===== config.mk =====
export PLATFORM = sky130hd
export DESIGN_NAME = hangman_game_ctrl
export DESIGN_NICKNAME = d
export VERILOG_FILES = /design/src/rtl/hangman_pkg.sv /design/src/rtl/hangman_game_ctrl_letter_match.sv /design/src/rtl/hangman_game_ctrl.sv
export SDC_FILE = /design/constraint.sdc
export NUM_CORES = 1
export LEC_CHECK = 0
export BUFFER_PORTS_ARGS = -buffer_cell sky130_fd_sc_hd__buf_2
export CAP_MARGIN = 25
export CORE_MARGIN = 3
export CORE_UTILIZATION = 61
export DETAILED_ROUTE_END_ITERATION = 6
export PLACE_DENSITY = 0.91
export SLEW_MARGIN = 20
export SYNTH_ARGS = -nofsm -noshare
export SYNTH_HDL_FRONTEND = slang
export SYNTH_SLANG_ARGS = --single-unit

===== constraint.sdc =====
create_clock -name clk -period 4 [get_ports clk]
set_input_delay 0.8 -clock clk [delete_from_list [all_inputs] [get_ports clk]]
set_output_delay 0.8 -clock clk [all_outputs]
set_load 0.02 [all_outputs]

===== src/rtl/hangman_pkg.sv =====
// Shared types and constants for the hangman game sequencer.
package hangman_pkg;

  typedef enum logic [2:0] {
    PH_SETUP  = 3'd0,
    PH_ARMED  = 3'd1,
    PH_PLAY   = 3'd2,
    PH_EVAL   = 3'd3,
    PH_REPORT = 3'd4,
    PH_WIN    = 3'd5,
    PH_LOSE   = 3'd6
  } phase_t;

  localparam logic [7:0] ASCII_A     = 8'h41;
  localparam logic [7:0] ASCII_Z     = 8'h5A;
  localparam logic [7:0] ASCII_BLANK = 8'h5F;

  function automatic logic is_letter(input logic [7:0] c);
    return (c >= ASCII_A) && (c <= ASCII_Z);
  endfunction

endpackage


===== src/rtl/hangman_game_ctrl_letter_match.sv =====
// Combinational per-position compare of the secret word against one guess.
module letter_match #(
  parameter int WORD_LEN = 5
) (
  input  logic [WORD_LEN-1:0][7:0] word,
  input  logic [7:0]               guess,
  output logic [WORD_LEN-1:0]      hit
);

  always_comb begin
    hit = '0;
    for (int i = 0; i < WORD_LEN; i++) begin
      hit[i] = (word[i] == guess);
    end
  end

endmodule


===== src/rtl/hangman_game_ctrl.sv =====
// Hangman game sequencer: word setup, guess judging, tx hand-off, win/lose.
// tx handshake: a byte moves on any clk edge where tx_valid=1 and tx_busy=0;
// tx_valid/tx_data hold steady until that edge.
module hangman_game_ctrl
  import hangman_pkg::*;
#(
  parameter int WORD_LEN     = 5,
  parameter int MAX_MISTAKES = 6
) (
  input  logic                clk,
  input  logic                nRst,
  input  logic                ready,
  input  logic [7:0]          data,
  input  logic                toggle_state,
  input  logic                game_end,
  input  logic                tx_busy,
  output logic                tx_valid,
  output logic [7:0]          tx_data,
  output logic [WORD_LEN-1:0] mask,
  output logic [2:0]          mistakes,
  output logic [2:0]          phase,
  output logic                win,
  output logic                lose,
  output logic                dup
);

  localparam logic [3:0] LAST_IDX = 4'(WORD_LEN - 1);
  localparam logic [2:0] MAX_MIS  = 3'(MAX_MISTAKES);

  phase_t                   state;
  logic [WORD_LEN-1:0][7:0] word;
  logic [3:0]               idx;
  logic [7:0]               guess;
  logic [25:0]              used;
  logic [WORD_LEN-1:0]      hit;
  logic [7:0]               guess_off;
  logic [4:0]               guess_idx;
  logic                     letter_ok;

  assign letter_ok = ready && is_letter(data);
  assign guess_off = guess - ASCII_A;
  assign guess_idx = guess_off[4:0];
  assign phase     = state;

  letter_match #(.WORD_LEN(WORD_LEN)) u_match (
    .word  (word),
    .guess (guess),
    .hit   (hit)
  );

  always_ff @(posedge clk or negedge nRst) begin
    if (!nRst) begin
      state    <= PH_SETUP;
      word     <= '0;
      idx      <= '0;
      guess    <= '0;
      used     <= '0;
      mask     <= '0;
      mistakes <= '0;
      tx_valid <= 1'b0;
      tx_data  <= 8'h00;
      win      <= 1'b0;
      lose     <= 1'b0;
      dup      <= 1'b0;
    end else begin
      dup <= 1'b0;
      if (game_end) begin
        state    <= PH_SETUP;
        word     <= '0;
        idx      <= '0;
        used     <= '0;
        mask     <= '0;
        mistakes <= '0;
        tx_valid <= 1'b0;
        win      <= 1'b0;
        lose     <= 1'b0;
      end else begin
        case (state)
          PH_SETUP: if (letter_ok) begin
            word[idx] <= data;
            idx       <= idx + 4'd1;
            if (idx == LAST_IDX) state <= PH_ARMED;
          end
          PH_ARMED: if (toggle_state) state <= PH_PLAY;
          PH_PLAY: if (letter_ok) begin
            guess <= data;
            state <= PH_EVAL;
          end
          PH_EVAL: begin
            if (used[guess_idx]) begin
              dup   <= 1'b1;
              state <= PH_PLAY;
            end else begin
              used[guess_idx] <= 1'b1;
              if (|hit) mask <= mask | hit;
              else      mistakes <= mistakes + 3'd1;
              tx_valid <= 1'b1;
              tx_data  <= guess;
              state    <= PH_REPORT;
            end
          end
          PH_REPORT: if (!tx_busy) begin
            tx_valid <= 1'b0;
            if (&mask) begin
              win   <= 1'b1;
              state <= PH_WIN;
            end else if (mistakes == MAX_MIS) begin
              lose  <= 1'b1;
              state <= PH_LOSE;
            end else begin
              state <= PH_PLAY;
            end
          end
          PH_WIN, PH_LOSE: if (toggle_state) begin
            state    <= PH_SETUP;
            word     <= '0;
            idx      <= '0;
            used     <= '0;
            mask     <= '0;
            mistakes <= '0;
            win      <= 1'b0;
            lose     <= 1'b0;
          end
          default: state <= PH_SETUP;
        endcase
      end
    end
  end

endmodule


==> parameters.txt, run 1 <==
Parameter                              Value

Synthesis
  Number of enable flip-flop cells after synthesis ... 0
  Total standard cell area after synthesis ... 5380 sq um
  Mean post-synth cell area ... roughly 10 sq um
  Number of flip-flops and latches in the synthesized netlist ... 101
  Library cell with the largest summed area after synthesis ... sky130_fd_sc_hd__dfrtp_1
  Most frequently used cell type in the post-synthesis netlist ... sky130_fd_sc_hd__dfrtp_1
  Synth warnings ... 0
  Part of the Yosys area used for sequential elements ... 47.0%
  Number of instances in the synthesized netlist ... 514
  Main synth FF type ... sky130_fd_sc_hd__dfrtp_1
  Count of unique library cells instantiated by Yosys ... 63
  FFs w/ async S/R, synth ... 100%
  Share of the synthesized area in the top cell type ... 47.0%
  List of most frequent post-synthesis cells ... sky130_fd_sc_hd__dfrtp_1 (101), sky130_fd_sc_hd__nand2_1 (52), sky130_fd_sc_hd__xnor2_1 (44)
  Number of nets produced by synthesis ... 537
  Area contributors post-synth ... sky130_fd_sc_hd__dfrtp_1 (47%), sky130_fd_sc_hd__xnor2_1 (7.2%), sky130_fd_sc_hd__a22o_1 (5.0%)

Run
  Max Cap Viol ... 0

Worst hold path
  Hold WC Path Type ... in2async

Timing
  Count of final setup violators ... 0
  Achievable Freq ... 288 MHz
  Largest clock skew in the final design ... 13.0 ps
  Final critical-path share of the clock period ... 86.9%
  Hold Fails Final Rpt ... 0
  Tightest slew margin relative to the limit ... between 40% and 50%
  Final Critical Period ... 3470 ps
  Post-route setup TNS ... 0 ps
  Slew @ Worst Pin ... between 800 and 900 ps
  RSZ-0062 raised after global routing ... false
  Number of max-slew violations in the final report ... 0

Placed design
  Gp weighted congestion ... ~0.87
  Number of port buffers ... 36
  Cell Area, Placed ... between 5000 and 6000 sq um
  Detail Placement HPWL ... around 8.4 mm

Route
  Avg WL per Cell ... 18.8 microns
  Post-Route WL ... ~12 mm
  Drt first-iter violations ... 217
  DR top layer ... met4
  Metal3 WL ... 737 microns
  DR pass1 iterations ... 5
  Number of vias per cell after detailed routing ... approximately 6.4
  Met2 wire len ... 6.05 mm
  Vias post-DR ... 4110
  Number of nets with antenna violations after detailed routing ... 0
  Met1 layer wirelength in the final routing ... 5.08 mm
  DRC Markers ... 0

Critical path
  Kind of launch point of the worst setup path ... flop
  Critical Setup Path Class ... reg2reg
  Endpoint class of the critical path ... flop
  Arrival time of the worst setup path ... 3730 ps
  Crit path max fanout ... 19
  Data required time of the worst path ... 4260 ps

Global routing
  Gr usage total ... 25.4%
  Remaining global-route overflow ... 0
  Global-route wire length before repair ... 20.1 mm
  Initial antenna violation count ... 0
  Pin count of the biggest net entering global routing ... 85
  Vias in the first global route ... 4140

Layout
  Area growth from synthesis to layout ... 6.69%
  Post-route design area ... about 5700 sq um
  Fraction of final layout cells sized beyond drive strength 1 ... 16.6%
  Post-layout nets ... between 500 and 600
  Antenna cell count ... 0

Power and ir drop
  Internal power ... 1.56 mW
  Cell area power density ... between 400 and 500 nW/um^2
  Leak pwr ... 2.61 nW
  Sequential share of power ... ~51%
  Switching power as a share of total power ... 34.1%
  VDD IR max ... 0.000337 V
  Power share of the clock group ... a little over a quarter
  Power spent charging and discharging nets ... 0.810 mW
  Total power ... 2.37 mW
  Combinational group share of total power ... between 20% and 30%

Clock network
  TritonCTS clock tree ... yes
  Number of buffers added to fix hold violations after cts ... 0
  Number of buffers added by the clock tree synthesis step ... 9
  TritonCTS sink count ... 101
  Post-cts resize count ... 0
  Count of H-tree levels built during CTS ... 3
  Post-CTS setup-driven buffer insertion count ... 0
  Library cell used as clock root buffer ... sky130_fd_sc_hd__clkbuf_8
  Clock network latency to the later pin of the worst-skew pair ... between 300 and 400 ps
  Post-CTS clock slew at the launch and capture registers of the worst setup and hold paths ... 100 ps
  Buffers from clock root to sink, at most ... 2

Floorplanning
  Core region area ... 8380 sq um
  Horiz. Die Dim ... 99.9 microns
  Placement Rows ... 33
  Die area ... 9990 sq um
  Starting utilization of the core area ... between 60% and 70%
  Top-Level Pins ... 37
  Vertical die dimension ... 99.9 microns

Status
  Result of the run ... complete, no violations
## routing by layer
metal | vias to the layer above | global-route usage (%)
li1 | 1868 | -
met5 | - | 0
met1 | 2066 | 32.9
met2 | 157 | 43.9
met4 | 0 | 8.30
met3 | 19 | 3.75
## cells by family after synthesis
group	count (synthesis)	share of synthesized area, %
simple gates	171	16.7
compound gates	113	15.9
flops	101	47.0
buf+inv	52	4.97
xor+xnor	47	7.65
mux	21	5.76
fa+ha+maj	9	2.09
## worst paths after layout
kind | start | to | slack, ps | depth (start not counted)
min reg2reg | used[9] | used[9] | 480 | 2
max | guess[1] | tx_data[6] | 530 | 9
max reg2reg | guess[1] | tx_data[6] | 530 | 9
min in group clk | used[9] | used[9] | 480 | 2
min | nRst | used[11] | 470 | 1
max in group asynchronous | nRst | used[0] | 2830 | 2
## registers in the layout, summed over array words and instances (netlist names)
name	flops
dup	1
guess	8
idx	4
lose	1
mask	5
mistakes	3
phase	3
tx_data	8
tx_valid	1
used	26
win	1
word	40
## critical path: stages (launching register included)
cell and delay (ps):
sky130_fd_sc_hd__dfrtp_1 710, sky130_fd_sc_hd__inv_1 200, sky130_fd_sc_hd__ha_1 450, sky130_fd_sc_hd__mux2_4 320, sky130_fd_sc_hd__a2111oi_0 480, sky130_fd_sc_hd__o31ai_1 150, sky130_fd_sc_hd__o211ai_1 200, sky130_fd_sc_hd__and3_1 220
sky130_fd_sc_hd__buf_4 260, sky130_fd_sc_hd__mux2_2 370
## stage by stage
step	hold slack [ps]	instances	util, %	setup slack [ps]
4_1_cts	485	641	68.5	500
2_1_floorplan	440	514	-	980
3_3_place_gp	451	625	66.2	778
3_5_place_dp	462	625	66.2	626
6_report	467	641	68.5	526
5_1_grt	502	641	68.5	301
## cell type report
type / count / area, sq um
clock inverter: 6 / 53.8
inverter: 14 / 52.6
fill: 641 / 2640
timing repair buffer: 44 / 246
tap: 105 / 131
sequential: 101 / 2530
multi-input combinational: 361 / 2590
clock buffer: 10 / 138
## power groups by stage
| stage | Sequential, mW | Combinational [mW] | Clock, mW |
|---|---|---|---|
| global route | 1.23 | 0.580 | 0.666 |
| detailed placement | 1.24 | 0.523 | 0 |
| floorplan | 1.20 | 0.420 | 0 |
| CTS | 1.22 | 0.526 | 0.638 |
| finish | 1.22 | 0.528 | 0.625 |
| global placement | 1.23 | 0.504 | 0 |
## cell usage in the layout (no fill, tap or decap), drive strengths merged, types with 12 or more instances in the layout
cell / count
a22o: 31
and2: 14
buf: 44
dfrtp: 101
inv: 15
mux2: 12
nand2: 53
nand3: 28
nand4: 14
nor2: 29
o21ai: 24
o31ai: 12
xnor2: 44
Note: power is estimated with default switching activity, not from simulation.
==> inputs of run 2 (changes only) <==
BUFFER_PORTS_ARGS = -buffer_cell sky130_fd_sc_hd__buf_4   (was -buffer_cell sky130_fd_sc_hd__buf_2)
CORE_UTILIZATION = 65   (was 61)
PLACE_DENSITY = 0.95   (was 0.91)
RECOVER_POWER = 25   (was unset)
clock period = 4.45 ns   (was 4 ns; I/O delays follow)
==> run 2 against run 1 <==
Effect of this change:
- the run now ends with max-capacitance violations, max-slew violations left
- setup slack improved by 130 ps
- clock power decreased by 8.5%
- total power decreased by 8.8%
- largest power group unchanged
- sequential share of layout area decreased by 0.50 points
- routed wire length increased by 2.1%
- non-clock buffer count decreased by 2
- first-iteration DRC count increased by 33%
- register-to-register slack improved by 130 ps
==> parameters.txt, run 2 (same netlist as run 1, synthesis figures left out) <==
Parameter                              Value

Power and ir drop
  VDD IR max ... 0.000265 V
  Leak pwr ... 2.60 nW
  Cell area power density ... 373 nW/um^2
  Total power ... 2.17 mW

Timing
  Slew @ Worst Pin ... 1720 ps
  Count of final setup violators ... 0
  Min setup slack post-route ... 652 ps
  Achievable Freq ... 263 MHz
  RSZ-0062 raised after global routing ... false
  Final critical-path share of the clock period ... 85.4%
  Final Critical Period ... 3800 ps
  WHS ... 490 ps
  Number of max-slew violations in the final report ... 73
  Tightest slew margin relative to the limit ... -14.7%
  Hold Fails Final Rpt ... 0
  Largest clock skew in the final design ... ~8.8 ps
  Post-route setup TNS ... 0 ps

Route
  DR pass1 iterations ... 5
  Drt first-iter violations ... between 200 and 300
  Number of vias per cell after detailed routing ... 6.50
  Vias post-DR ... slightly above 4000
  Avg WL per Cell ... roughly 19 microns
  Number of nets with antenna violations after detailed routing ... 0
  Post-Route WL ... roughly 12 mm
  DRC Markers ... 0

Layout
  Area occupied by multi-input gates ... 2590 sq um
  Largest register by flop count ... word
  Post-layout nets ... between 500 and 600
  Sequential cell area in the final layout ... ~2500 sq um
  Top library cells by usage in the layout, fill and taps aside ... sky130_fd_sc_hd__dfrtp_1 (101), sky130_fd_sc_hd__nand2_1 (52), sky130_fd_sc_hd__xnor2_1 (44)
  Biggest registers after layout ... word x40, used x26
  Fraction of final layout cells sized beyond drive strength 1 ... 16.1%
  Area growth from synthesis to layout ... 7.93%
  Final Non-Filler Cells ... 636
  Antenna cell count ... 0
  Filler cells ... 540
  Most common cell after layout, fill and taps aside ... sky130_fd_sc_hd__dfrtp_1
  Max FFs per register ... 40
  Post-route design area ... 5810 sq um
  Utilization of the core after routing ... 73.7%

Clock network
  Count of H-tree levels built during CTS ... 3
  Post-cts resize count ... 0
  Buffers from clock root to sink, at most ... 2
  Post-CTS clock slew at the launch and capture registers of the worst setup and hold paths ... 100 ps
  Number of buffers added by the clock tree synthesis step ... 9
  Post-CTS setup-driven buffer insertion count ... 0
  Library cell used as clock root buffer ... sky130_fd_sc_hd__clkbuf_8
  TritonCTS clock tree ... yes
  TritonCTS sink count ... 101
  Number of buffers added to fix hold violations after cts ... 0
  Clock network latency to the later pin of the worst-skew pair ... 380 ps

Floorplanning
  Horiz. Die Dim ... 97 microns
  Vertical die dimension ... 97 microns
  Die area ... 9410 sq um
  Top-Level Pins ... 37
  Placement Rows ... 32
  Core region area ... roughly 7900 sq um
  Starting utilization of the core area ... 68.2%

Critical path
  Crit path max fanout ... 15
  Critical Path, Cell by Cell ... inv_1 -> ha_1 -> mux2_4 -> a2111oi_0 -> o31ai_1 -> o211ai_1 -> and3_1 -> mux2_2
  Arrival time of the worst setup path ... 4070 ps
  Slowest library cell on the worst path ... sky130_fd_sc_hd__dfrtp_1
  Critical Setup Path Class ... reg2reg
  Highest cell delay on the worst timing path ... 710 ps
  Worst flop-to-flop path startpoint ... guess[1]
  Endpoint class of the critical path ... flop
  Kind of launch point of the worst setup path ... flop
  Worst setup path startpoint ... guess[1]
  Data required time of the worst path ... 4720 ps

Status
  Failing checks ... max-capacitance violations, max-slew violations
  Result of the run ... finished with violations

Placed design
  Gp weighted congestion ... around 0.89
  Cell Area, Placed ... 5620 sq um
  Detail Placement HPWL ... 8.37 mm
  Worst setup slack before clock tree synthesis ... 726 ps
  Number of port buffers ... 36
  Placed insts ... 620

Global routing
  Gr usage total ... 27.2%
  Pin count of the biggest net entering global routing ... 73
  Global-route wire length before repair ... 20.8 mm
  Initial antenna violation count ... 0
  Vias in the first global route ... 4131
  Remaining global-route overflow ... 0

Worst hold path
  Hold WC Path Type ... reg2reg
  Hold_sp ... used[3]

Run
  Max Cap Viol ... 1
==> run 2: changes by cell type in the layout (fill, tap and decap cells not counted) <==
cell | before | now
sky130_fd_sc_hd__clkbuf_1 | 0 | 1
sky130_fd_sc_hd__clkbuf_2 | 0 | 1
sky130_fd_sc_hd__clkbuf_8 | 10 | 9
sky130_fd_sc_hd__buf_6 | 1 | 0
sky130_fd_sc_hd__inv_8 | 2 | 0
sky130_fd_sc_hd__inv_6 | 0 | 4
sky130_fd_sc_hd__clkinv_2 | 1 | 0
sky130_fd_sc_hd__clkinv_4 | 3 | 0
sky130_fd_sc_hd__buf_2 | 35 | 0
sky130_fd_sc_hd__buf_4 | 8 | 41
sky130_fd_sc_hd__clkinv_8 | 0 | 2
==> run 2: where the power goes <==
group          switching (mW)  total (mW)  internal (mW)
Clock                   0.351       0.572          0.221
Sequential              0.116        1.10          0.984
Combinational           0.289       0.494          0.204
==> run 2: final timing paths <==
path                                    to  slack (ps)  cells past startpoint
worst max register to register  tx_data[3]         650                      8
worst min register to register     used[3]         490                      2
max in group asynchronous          mask[3]        2300                      2
worst max-delay path            tx_data[3]         650                      8
min in group asynchronous         used[13]         950                      1
worst min-delay path               used[3]         490                      2
==> run 2: metal layers <==
metal	track usage [%]	vias to the layer above	part of all wire (%)
met2	44.6	154	51
li1	-	1877	-
met4	9.29	0	1.6
met1	36.1	2081	41
met3	5.91	22	6.0
met5	0	-	0
==> run 2: critical path, delay by kind of cell (launching register included) <==
family	cells	cell delay [ps]
AOI/OAI and AO/OA	3	750
adders and majority gates	1	670
buffers and inverters	1	200
DFF	1	710
muxes	2	740
and+or+nand+nor	1	600
==> run 2: area by class of cell <==
cell class / instances / share of cell area [%]
clock buffers: 10 / 2.20
clock inverters: 6 / 1.16
inverters: 14 / 0.905
multi-input cells: 361 / 44.6
flip-flops and latches: 101 / 43.5
well taps: 102 / 2.20
repair buffers: 42 / 5.38
==> inputs of run 3 (changes only) <==
PLACE_DENSITY = 0.84   (was 0.95)
==> run 3 against run 2 <==
Effect of this change:
- the run still ends with max-capacitance violations, max-slew violations left
- worst hold slack hardly changed
- setup slack better by 86 ps
- clock power is 12% higher
- largest cell class unchanged
==> parameters.txt, run 3 (same netlist as run 1, synthesis figures left out) <==
Parameter                              Value

Timing
  Number of max-slew violations in the final report ... 39
  Final Critical Period ... 3710 ps
  Count of final setup violators ... 0
  Largest clock skew in the final design ... 11.0 ps
  Tightest slew margin relative to the limit ... -39.5%
  Min setup slack post-route ... 738 ps
  Final critical-path share of the clock period ... 83.4%
  RSZ-0062 raised after global routing ... false
  Hold Fails Final Rpt ... 0
  Slew @ Worst Pin ... 2090 ps
  Achievable Freq ... between 200 and 300 MHz
  Post-route setup TNS ... 0 ps

Layout
  Fraction of final layout cells sized beyond drive strength 1 ... 16.3%
  Filler cells ... 559
  Max FFs per register ... 40
  Area growth from synthesis to layout ... 8.81%
  Post-layout nets ... 553
  Antenna cell count ... 0
  Utilization of the core after routing ... 74.3%
  Area occupied by multi-input gates ... 2590 sq um
  Most common cell after layout, fill and taps aside ... sky130_fd_sc_hd__dfrtp_1
  Top library cells by usage in the layout, fill and taps aside ... sky130_fd_sc_hd__dfrtp_1 (101), sky130_fd_sc_hd__nand2_1 (52), sky130_fd_sc_hd__xnor2_1 (44)
  Post-route design area ... 5860 sq um
  Biggest registers after layout ... word x40, used x26
  Largest register by flop count ... word
  Final Non-Filler Cells ... between 600 and 700
  Sequential cell area in the final layout ... about 2500 sq um

Critical path
  Family of cells with the greatest summed delay on the critical path ... multiplexers
  Arrival time of the worst setup path ... 3980 ps
  Worst Path Buf+Inv ... 1
  Worst setup path startpoint ... guess[1]
  Worst flop-to-flop path startpoint ... guess[1]
  Kind of launch point of the worst setup path ... flop
  Crit path max fanout ... 15
  Critical Path, Cell by Cell ... inv_1 -> ha_1 -> mux2_4 -> a2111oi_0 -> o31ai_1 -> o211ai_1 -> and3_1 -> mux2_2
  Data required time of the worst path ... about 4700 ps
  Highest cell delay on the worst timing path ... 730 ps
  Critical Setup Path Class ... reg2reg
  Endpoint class of the critical path ... flop
  Slowest library cell on the worst path ... sky130_fd_sc_hd__dfrtp_1

Clock network
  Number of buffers added by the clock tree synthesis step ... 9
  Post-CTS clock slew at the launch and capture registers of the worst setup and hold paths ... 110 ps
  Post-CTS setup-driven buffer insertion count ... 0
  TritonCTS clock tree ... yes
  Library cell used as clock root buffer ... sky130_fd_sc_hd__clkbuf_8
  Post-cts resize count ... 0
  TritonCTS sink count ... just over 100
  Buffers from clock root to sink, at most ... 2
  Number of buffers added to fix hold violations after cts ... 0
  Clock network latency to the later pin of the worst-skew pair ... 380 ps
  Count of H-tree levels built during CTS ... 3

Route
  Post-Route WL ... 11.9 mm
  DRC Markers ... 0
  DR pass1 iterations ... 5
  Vias post-DR ... 4090
  Number of nets with antenna violations after detailed routing ... 0
  Drt first-iter violations ... 236
  Number of vias per cell after detailed routing ... 6.42
  Avg WL per Cell ... between 15 and 20 microns

Placed design
  Placed insts ... 620
  Gp weighted congestion ... 0.917
  Detail Placement HPWL ... 8.18 mm
  Worst setup slack before clock tree synthesis ... 752 ps
  Number of port buffers ... 36
  Cell Area, Placed ... 5620 sq um

Floorplanning
  Vertical die dimension ... 97 microns
  Starting utilization of the core area ... 68.2%
  Horiz. Die Dim ... ~97 microns
  Die area ... approximately 9400 sq um
  Core region area ... 7890 sq um
  Placement Rows ... 32
  Top-Level Pins ... 37

Power and ir drop
  Leak pwr ... 2.63 nW
  VDD IR max ... 0.000221 V
  Cell area power density ... 380 nW/um^2

Global routing
  Pin count of the biggest net entering global routing ... slightly below 80
  Initial antenna violation count ... 0
  Remaining global-route overflow ... 0
  Vias in the first global route ... 3953
  Gr usage total ... 25.9%
  Global-route wire length before repair ... 19.7 mm

Run
  Max Cap Viol ... 1

Worst hold path
  Hold WC Path Type ... reg2reg
  Hold_sp ... used[14]

Status
  Result of the run ... finished with violations
  Failing checks ... max-capacitance violations, max-slew violations
-- run 3: where the power goes --
group | internal [mW] | total, mW | switching [mW]
Clock | 0.280 | 0.640 | 0.360
Combinational | 0.206 | 0.490 | 0.284
Sequential | 0.984 | 1.10 | 0.111
-- run 3: per-stage QoR --
step                      hold WS (ps)  power, mW
final                              490       2.23
after detailed placement           465       1.60
after global placement             451       1.57
after global routing               497       2.33
after floorplan                    440       1.45
after CTS                          487       2.23
-- run 3: layout make-up --
| class | count | share of cell area, % |
|---|---|---|
| Multi-Input combinational cell | 361 | 44.3 |
| Sequential cell | 101 | 43.2 |
| Timing Repair Buffer | 43 | 5.66 |
| Tap cell | 102 | 2.18 |
| Clock buffer | 9 | 2.11 |
| Clock inverter | 7 | 1.71 |
| Inverter | 14 | 0.897 |
-- run 3: worst register-to-register path, stage by stage (launching register included) --
cell and delay (ps):
sky130_fd_sc_hd__dfrtp_1 730, sky130_fd_sc_hd__inv_1 200, sky130_fd_sc_hd__ha_1 660, sky130_fd_sc_hd__mux2_4 340, sky130_fd_sc_hd__a2111oi_0 380, sky130_fd_sc_hd__o31ai_1 140, sky130_fd_sc_hd__o211ai_1 190, sky130_fd_sc_hd__and3_1 560
sky130_fd_sc_hd__mux2_2 410
-- run 3: layer usage --
metal | vias up | share of wire (%) | GRT usage [%]
met5 | - | 0 | 0
met4 | 0 | 2.0 | 10.9
met3 | 22 | 5.4 | 4.18
met2 | 138 | 50 | 42.4
met1 | 2052 | 42 | 34.3
li1 | 1878 | - | -
-- run 3: path summary, 6_finish.rpt --
kind,end,slack (ps),cells after the start
max,tx_data[4],740,8
min,used[14],490,2
max reg2reg,tx_data[4],740,8
min reg2reg,used[14],490,2
max in group asynchronous,used[21],1910,3
min in group asynchronous,used[9],1100,1
